<file path="config.mk">
export PLATFORM = sky130hd
export DESIGN_NAME = fila_param
export DESIGN_NICKNAME = d
export VERILOG_FILES = /design/src/rtl/fila_pkg.sv /design/src/rtl/fila_ptr.sv /design/src/rtl/fila_param.sv
export SDC_FILE = /design/constraint.sdc
export NUM_CORES = 1
export LEC_CHECK = 0
export ABC_AREA = 1
export CORE_MARGIN = 8
export CORE_UTILIZATION = 50
export DETAILED_ROUTE_END_ITERATION = 8
export PLACE_DENSITY = 0.77
export SYNTH_ARGS = -nofsm -noshare
export SYNTH_HDL_FRONTEND = slang
export SYNTH_HIERARCHICAL = 1
export SYNTH_SLANG_ARGS = --single-unit
</file>
<file path="constraint.sdc">
create_clock -name clock_10khz -period 5.65 [get_ports clock_10khz]
set_input_delay 0.565 -clock clock_10khz [delete_from_list [all_inputs] [get_ports clock_10khz]]
set_output_delay 0.565 -clock clock_10khz [all_outputs]
set_load 0.02 [all_outputs]
</file>
<file path="src/rtl/fila_pkg.sv">
// Shared constants and helpers for the fila_param bounded buffer.
package fila_pkg;

   localparam int FILA_MODE_FIFO = 0;
   localparam int FILA_MODE_LIFO = 1;

   // Count must hold 0..DEPTH inclusive.
   function automatic int fila_cnt_w(input int depth);
      return $clog2(depth + 1);
   endfunction

endpackage

</file>
<file path="src/rtl/fila_ptr.sv">
// Modulo-DEPTH pointer register with increment enable; wraps by explicit compare.
module fila_ptr #(
   parameter int DEPTH = 8,
   parameter int PW    = $clog2(DEPTH)
) (
   input  logic          clk,
   input  logic          reset,
   input  logic          inc,
   output logic [PW-1:0] ptr
);

   localparam logic [PW-1:0] LAST = PW'(DEPTH - 1);
   localparam logic [PW-1:0] ONE  = PW'(1);

   // Pointer advance with wrap from DEPTH-1 back to zero.
   always_ff @(posedge clk) begin
      if (reset) begin
         ptr <= '0;
      end else if (inc) begin
         if (ptr == LAST) begin
            ptr <= '0;
         end else begin
            ptr <= ptr + ONE;
         end
      end else begin
         ptr <= ptr;
      end
   end

endmodule

</file>
<file path="src/rtl/fila_param.sv">
// Parametrised FIFO/LIFO bounded buffer with count-based full/empty status.
// Optional sticky overflow/underflow flags when FILA_ERR_FLAGS_EN is defined.
module fila_param
   import fila_pkg::*;
#(
   parameter int DATA_W = 8,
   parameter int DEPTH  = 8,
   parameter int MODE   = FILA_MODE_FIFO
) (
   input  logic                          clock_10khz,
   input  logic                          reset,
   input  logic [DATA_W-1:0]             data_in,
   input  logic                          enqueue_in,
   input  logic                          dequeue_in,
   output logic [DATA_W-1:0]             data_out,
   output logic                          data_valid_out,
   output logic [fila_cnt_w(DEPTH)-1:0]  len_out,
`ifdef FILA_ERR_FLAGS_EN
   output logic                          overflow_err_out,
   output logic                          underflow_err_out,
`endif
   output logic                          full_out,
   output logic                          empty_out
);

   localparam int CW = fila_cnt_w(DEPTH);
   localparam int AW = $clog2(DEPTH);
   localparam logic [CW-1:0] ONE_C  = CW'(1);
   localparam logic [CW-1:0] FULL_C = CW'(DEPTH);

   logic [DATA_W-1:0] mem_r [DEPTH];
   logic [CW-1:0]     count_r;
   logic              full_s;
   logic              empty_s;
   logic              deq_ok_s;
   logic              enq_ok_s;
   logic [AW-1:0]     rd_addr_s;
   logic [AW-1:0]     wr_addr_s;

   assign full_s    = (count_r == FULL_C);
   assign empty_s   = (count_r == '0);
   assign full_out  = full_s;
   assign empty_out = empty_s;
   assign len_out   = count_r;

   // A dequeue frees a slot, so enqueue is accepted when full if paired with one.
   assign deq_ok_s = dequeue_in && !empty_s;
   assign enq_ok_s = enqueue_in && (!full_s || deq_ok_s);

   generate
      if (MODE == FILA_MODE_FIFO) begin : g_fifo
         logic [AW-1:0] rd_ptr_s;
         logic [AW-1:0] wr_ptr_s;

         fila_ptr #(.DEPTH(DEPTH), .PW(AW)) u_rd_ptr (
            .clk   (clock_10khz),
            .reset (reset),
            .inc   (deq_ok_s),
            .ptr   (rd_ptr_s)
         );

         fila_ptr #(.DEPTH(DEPTH), .PW(AW)) u_wr_ptr (
            .clk   (clock_10khz),
            .reset (reset),
            .inc   (enq_ok_s),
            .ptr   (wr_ptr_s)
         );

         assign rd_addr_s = rd_ptr_s;
         assign wr_addr_s = wr_ptr_s;
      end else begin : g_lifo
         logic [CW-1:0] top_s;

         // On push+pop the new element replaces the popped top in place.
         assign top_s     = count_r - ONE_C;
         assign rd_addr_s = AW'(top_s);
         assign wr_addr_s = deq_ok_s ? AW'(top_s) : AW'(count_r);
      end
   endgenerate

   // Storage write; contents deliberately survive reset.
   always_ff @(posedge clock_10khz) begin
      if (!reset && enq_ok_s) begin
         mem_r[wr_addr_s] <= data_in;
      end
   end

   // Element count.
   always_ff @(posedge clock_10khz) begin
      if (reset) begin
         count_r <= '0;
      end else if (enq_ok_s && !deq_ok_s) begin
         count_r <= count_r + ONE_C;
      end else if (deq_ok_s && !enq_ok_s) begin
         count_r <= count_r - ONE_C;
      end else begin
         count_r <= count_r;
      end
   end

   // Registered read port and its one-cycle valid strobe.
   always_ff @(posedge clock_10khz) begin
      if (reset) begin
         data_out       <= '0;
         data_valid_out <= 1'b0;
      end else begin
         data_valid_out <= deq_ok_s;
         if (deq_ok_s) begin
            data_out <= mem_r[rd_addr_s];
         end else begin
            data_out <= data_out;
         end
      end
   end

`ifdef FILA_ERR_FLAGS_EN
   // Sticky error flags, cleared only by reset.
   always_ff @(posedge clock_10khz) begin
      if (reset) begin
         overflow_err_out  <= 1'b0;
         underflow_err_out <= 1'b0;
      end else begin
         overflow_err_out  <= overflow_err_out  | (enqueue_in && !enq_ok_s);
         underflow_err_out <= underflow_err_out | (dequeue_in && empty_s);
      end
   end
`endif

endmodule

</file>
==> results.md, run 1 <==
- Synth area leaders: edfxtp_1 51%, dfxtp_1 10%, nand2_1 9.7%, nand3_1 7.6%, inv_1 4.0%
- Hold Path Depth: 2
- Clk sink count: a little over 80
- Count leader, synth: nand2_1
- Layout cell share with drive strength beyond 1: 18.40%
- Hold Slack: between 0.4 and 0.5 ns
- Row cnt: 31
- Routed WL: around 7900 um
- Worst Tran Pin Value: 0.8128 ns
- Drt via density: around 5.1
- # DRC: 0
- Reg clk slew, reported paths: roughly 0.080 ns
- Endpoint class of the critical path: flip-flop
- Max Fclk: 0.4140 GHz
- Core Box Area: between 0.007 and 0.008 mm2
- Unique masters post-synth: 26
- RSZ-0062 raised after global routing: no
- Worst EP required: between 5 and 6 ns
- Routability-driven placement congestion ratio: 0.7968
- Critical Path AT: between 2 and 2.5 ns
- EDFF count, synth: 64
- Clk_skew: around 0.0092 ns
- CTS tree: yes
- Layout fillers: 639
- CP Max Fanout: 18
- Initial antenna violation count: 0
- Mapped Nets: 403
- Wire length per cell: 15.39 um
- Detail Placement HPWL: about 5400 um
- First-pass GRT wire length: 12550 um
- Post_cts resized: 0
- DP Cell Count: about 500
- Initial DRC count: between 100 and 150
- Starting Density: between 50 and 60%
- Syn Inst Count: 383
- Gr ovfl total: 0
- Net count reported at finish: 428
- CTS max path bufs: 2
- Inserted Diodes: 0
- Die ar.: around 0.011 mm2
- Most frequent cells after synthesis: 97 x nand2_1, 64 x edfxtp_1, 57 x nand3_1, 40 x inv_1, 28 x inv_2
- Endpoints failing setup: 0
- Routed vias: around 2600
- Vias in the first global route: about 2500
- Die X: roughly 100 um
- CTS Buf Count: 9
- Min cycle time layout: ~2.4 ns
- Crit share post-route: between 40% and 50%
- Clk_lat worst skew: ~0.36 ns
- Setup_tns: 0 ns
- Static Leak: 0.001754 uW
- Setup CP Type: primary input to flip-flop
- Rel. slew slack: 45.64%
- Final instance area: ~0.0043 mm2
- Share of the synthesized area in the top cell type: between 50% and 60%
- Reg2reg path depth: 14
- Pwr Density: 415.9 mW/mm2
- Area Growth Syn to Fin: 14.14%
- Synth Register Bits: 83
- Post-CTS Setup Bufs: 0
- Die H: around 100 um
- Post-DP Area: between 0.004 and 0.005 mm2
- Hold WC Path Type: flip-flop to flip-flop
- Total power: about 1800 uW
- Register area share after synthesis: approximately three fifths
- MaxCap Viol Count: 0
- Synthesis Warnings: 6
- ANT nets after route: 0
- H-Tree Depth: 3
- VDD IR-drop max: ~0.18 mV
- Status: finished, final reports clean
- Largest area contributor in the netlist: edfxtp_1
- Main synth FF type: edfxtp_1
- Largest net degree at the start of global routing: 37
- CTS Hold Buffers Added: 0
- Mean Syn Cell Area: 9.843 um2
- Root buf cell: clkbuf_8
- Post-Syn Area: approximately 0.0038 mm2
- I/O Pins: 27
- Synth async-reset ratio: 0%
- Buffers added on ports: 26
- Slew Viols, Final: 0
- Post-route insts no fill: 512
- Hold Fails Final Rpt: 0
- TritonRoute pass-1 iters: 5
- GRT Util Overall: between 10% and 20%
- Critical path launch point type: primary input
[routing by layer]
layer | routed length, um | track usage (%) | share of wire (%) | vias to the layer above
met1 | 3493 | 20.31 | 44 | 1243
met4 | 167 | 10.34 | 2.1 | 0
met3 | 396 | 2.836 | 5.0 | 13
met5 | 0 | 0 | 0 | -
met2 | 3824 | 25.97 | 49 | 85
li1 | - | - | - | 1273
[cell usage in the layout, fill, tap and decap left out, types with 3 or more instances in the layout]
cell type / instances
nor2_2: 8
a21oi_1: 8
dfxtp_1: 19
a21oi_2: 7
ha_1: 7
inv_2: 28
edfxtp_1: 64
nand2_1: 97
nor2_1: 10
clkdlybuf4s50_1: 26
nand2_2: 11
clkbuf_8: 9
inv_1: 40
xor2_1: 3
nand3_1: 57
[critical path: stages]
cell	delay, ns
clkdlybuf4s50_1	0.82
or2_1	0.61
nor2_2	0.42
[per-stage QoR]
step | setup slack, ns | util, %
finish | 3.234 | 59.01
global placement | 2.893 | 56.04
detailed placement | 2.833 | 56.04
floorplan | 3.364 | -
CTS | 3.224 | 59.01
global route | 3.099 | 59.01
[area by class of cell]
class                   instances  area (um2)  share of cell area (%)
clock buffers                  10       127.6                   2.966
multi-input cells             218        1121                   26.05
inverters                      69       271.5                   6.310
well taps                      99       123.9                   2.879
flip-flops and latches         83        2302                   53.50
repair buffers                 27       267.8                   6.223
clock inverters                 6       88.84                   2.065
[registers in the layout, indices dropped and copies added (netlist names)]
signal / count
data_valid_out: 1
mem_r: 64
len_out: 4
data_out: 8
g_fifo.u_wr_ptr/ptr: 3
g_fifo.u_rd_ptr/ptr: 3
[where the power goes]
part           internal (uW)  switching (uW)  total, uW
Sequential               709            58.9        768
Combinational            210             348        558
Clock                    250             214        464
[cell families (layout without fill, tap and decap cells)]
logic type | count (synthesis) | in the layout | share of synthesized area (%)
fa+ha+maj | 8 | 8 | 2.854
simple gates | 189 | 189 | 23.10
flops | 83 | 83 | 61.07
xor+xnor | 3 | 3 | 0.6971
compound gates | 18 | 18 | 3.087
buf+inv | 82 | 112 | 9.193
[path summary, 6_finish.rpt]
check	startpoint	to	slack (ns)
worst max-delay path	reset	mem_r[0][4]	3.23
worst min-delay path	data_out[2]	data_out[2]	0.48
worst max register to register	len_out[0]	len_out[3]	3.33
worst min register to register	data_out[2]	data_out[2]	0.48
(Power assumes the default switching activity.)
==> run 2, diff against run 1 <==
clock period = 2.5 ns   (was 5.65 ns; I/O delays follow)
==> results.md, run 2 (synthesis gave the netlist of run 1 again) <==
- Layout fillers: 620 (was 639)
- Routed vias: 2548 (was 2614)
- Largest net degree at the start of global routing: 36 (was 37)
- Die ar.: 0.01057 mm2 (unchanged)
- Reg clk slew, reported paths: 0.09 ns (was 0.08 ns)
- Sequential power share: 43.2% (was 42.9%)
- Worst Tran Pin Value: 0.5604 ns (was 0.8128 ns)
- Wire length per cell: 14.27 um (was 15.39 um)
- Layout cell share with drive strength beyond 1: 21.31% (was 18.40%)
- Vias in the first global route: 2397 (was 2490)
- Buffers added on ports: 26 (unchanged)
- Critical Path AT: 2.52 ns (was 2.43 ns)
- Initial DRC count: 214 (was 139)
- Net count reported at finish: 442 (was 428)
- CTS max path bufs: 2 (unchanged)
- Endpoints failing setup: 0 (unchanged)
- Most flop-heavy register: mem_r (unchanged)
- Total power: 3980 uW (was 1790 uW)
- Post_cts resized: 0 (unchanged)
- Setup_tns: 0 ns (unchanged)
- Max Fclk: roughly 0.45 GHz
- Slew Viols, Final: 0 (unchanged)
- Sw Share: 35.40% (was 34.68%)
- Hold WC Path Type: flip-flop to flip-flop (unchanged)
- Row cnt: 31 (unchanged)
- Pint: 2571 uW (was 1169 uW)
- Critical path launch point type: flip-flop (was primary input)
- Sw power: 1409 uW (was 620.7 uW)
- Drt via density: 4.844 (was 5.105)
- MaxCap Viol Count: 0 (unchanged)
- Final WS setup: 0.2715 ns (was 3.234 ns)
- Max reg flops: 64 (unchanged)
- First-pass GRT wire length: 11900 um (was 12550 um)
- Area Growth Syn to Fin: 16.53% (was 14.14%)
- Pre-CTS WS: 0.1224 ns (was 2.833 ns)
- TritonRoute pass-1 iters: 4 (was 5)
- CTS Hold Buffers Added: 0 (unchanged)
- GRT Util Overall: 15.20% (was 16.36%)
- Comb pwr share: 32.6% (was 31.2%)
- Pwr Density: 905.9 mW/mm2 (was 415.9 mW/mm2)
- Clk sink count: 83 (unchanged)
- Commonest non-fill, non-tap cell in the layout: nand2_1 (unchanged)
- Crit share post-route: roughly nine tenths
- Starting Density: 51.70% (unchanged)
- Initial antenna violation count: 0 (unchanged)
- # DRC: 0 (unchanged)
- Routability-driven placement congestion ratio: 0.7549 (was 0.7968)
- Core Box Area: 0.007292 mm2 (unchanged)
- H-Tree Depth: 3 (unchanged)
- Gr ovfl total: 0 (unchanged)
- CP Max Fanout: 6 (was 18)
- I/O Pins: 27 (unchanged)
- Clk_lat worst skew: 0.35 ns (was 0.36 ns)
- Crit. Startpoint: len_out[0] (was reset)
- CTS tree: yes (unchanged)
- Min cycle time layout: 2.229 ns
- Endpoint class of the critical path: flip-flop (unchanged)
- Hold Crit Start: data_out[0] (was data_out[2])
- Inserted Diodes: 0 (unchanged)
- Clock power frac: 24.2% (was 25.9%)
- Die H: 102.8 um (unchanged)
- CTS Buf Count: 9 (unchanged)
- Hold Fails Final Rpt: 0 (unchanged)
- RSZ-0062 raised after global routing: no (unchanged)
- ANT nets after route: 0 (unchanged)
- Status: finished, final reports clean (unchanged)
- Root buf cell: clkbuf_8 (unchanged)
- Rel. slew slack: 62.59% (was 45.64%)
- Clk_skew: 0.01260 ns (was 0.009204 ns)
- Routed WL: 7507 um (was 7882 um)
- VDD IR-drop max: 0.3850 mV (was 0.1835 mV)
- Worst reg2reg path startpoint: len_out[0] (unchanged)
- Commonest non-fill, non-tap cells in the layout: 97 x nand2_1, 64 x edfxtp_1, 57 x nand3_1, 40 x inv_1, 28 x inv_2 (unchanged)
- Post-CTS Setup Bufs: 0 (unchanged)
- Die X: 102.8 um (unchanged)
- Setup CP Type: flip-flop to flip-flop (was primary input to flip-flop)
- Static Leak: 0.001818 uW (was 0.001754 uW)
- Worst EP required: 2.79 ns (was 5.66 ns)
- Detail Placement HPWL: 4972 um (was 5435 um)
run 2: changes by cell type in the layout (fill, tap and decap cells not counted):
cell / previous run / this run
bufinv_16: 2 / 1
buf_4: 1 / 15
clkbuf_1: 1 / 0
inv_8: 0 / 1
clkinv_4: 0 / 1
inv_6: 1 / 0
clkinvlp_4: 2 / 3
run 2: final timing paths:
kind	slack (ns)	to	cells after the start
worst min-delay path	0.47	data_out[0]	2
worst max-delay path	0.27	len_out[3]	15
worst min register to register	0.47	data_out[0]	2
worst max register to register	0.27	len_out[3]	15
run 2: critical path: stages, from the launching register on:
cell and delay [ns]:
dfxtp_1 0.47, nor2_2 0.09, nand3_2 0.07, inv_2 0.04, nand2_2 0.05, nand2_2 0.04, inv_1 0.14, ha_1 0.21
inv_1 0.09, ha_1 0.30, or2_2 0.31, nand2_1 0.07, nand2_1 0.05, nand2_1 0.05, nand2_1 0.04, a21oi_1 0.11
run 2: layout make-up:
class,count,area (um2),area share (%)
Sequential cell,83,2302,52.41
Multi-Input combinational cell,218,1121,25.52
Inverter,69,271.5,6.181
Clock inverter,7,77.57,1.766
Timing Repair Buffer,41,372.9,8.488
Clock buffer,9,123.9,2.820
Tap cell,99,123.9,2.820
run 2: metal layers:
metal  vias to the layer above  part of all wire (%)  routed length [um]  global-route usage (%)
met2                        70                    48                3631                   24.88
li1                       1304                     -                   -                       -
met5                         -                     0                   0                       0
met1                      1163                    44                3271                   18.83
met4                         0                   1.9                 144                   7.564
met3                        11                   6.1                 460                   2.971
run 2: power by group through the flow:
| stage | clock network [uW] | registers, uW | logic, uW |
|---|---|---|---|
| global route | 1040 | 1740 | 1430 |
| detailed placement | 0 | 1750 | 1290 |
| global placement | 0 | 1750 | 1260 |
| floorplan | 0 | 1810 | 828 |
| finish | 963 | 1720 | 1300 |
| CTS | 984 | 1720 | 1300 |
run 2: stage by stage:
stage               utilization, %  instance area, um2  instances  hold WS, ns
detailed placement           57.48                4192        510       0.4601
global placement             57.48                4192        510       0.4585
global route                 60.24                4393        526       0.4851
finish                       60.24                4393        526       0.4739
floorplan                        -                3770        383       0.3191
CTS                          60.24                4393        526       0.4750
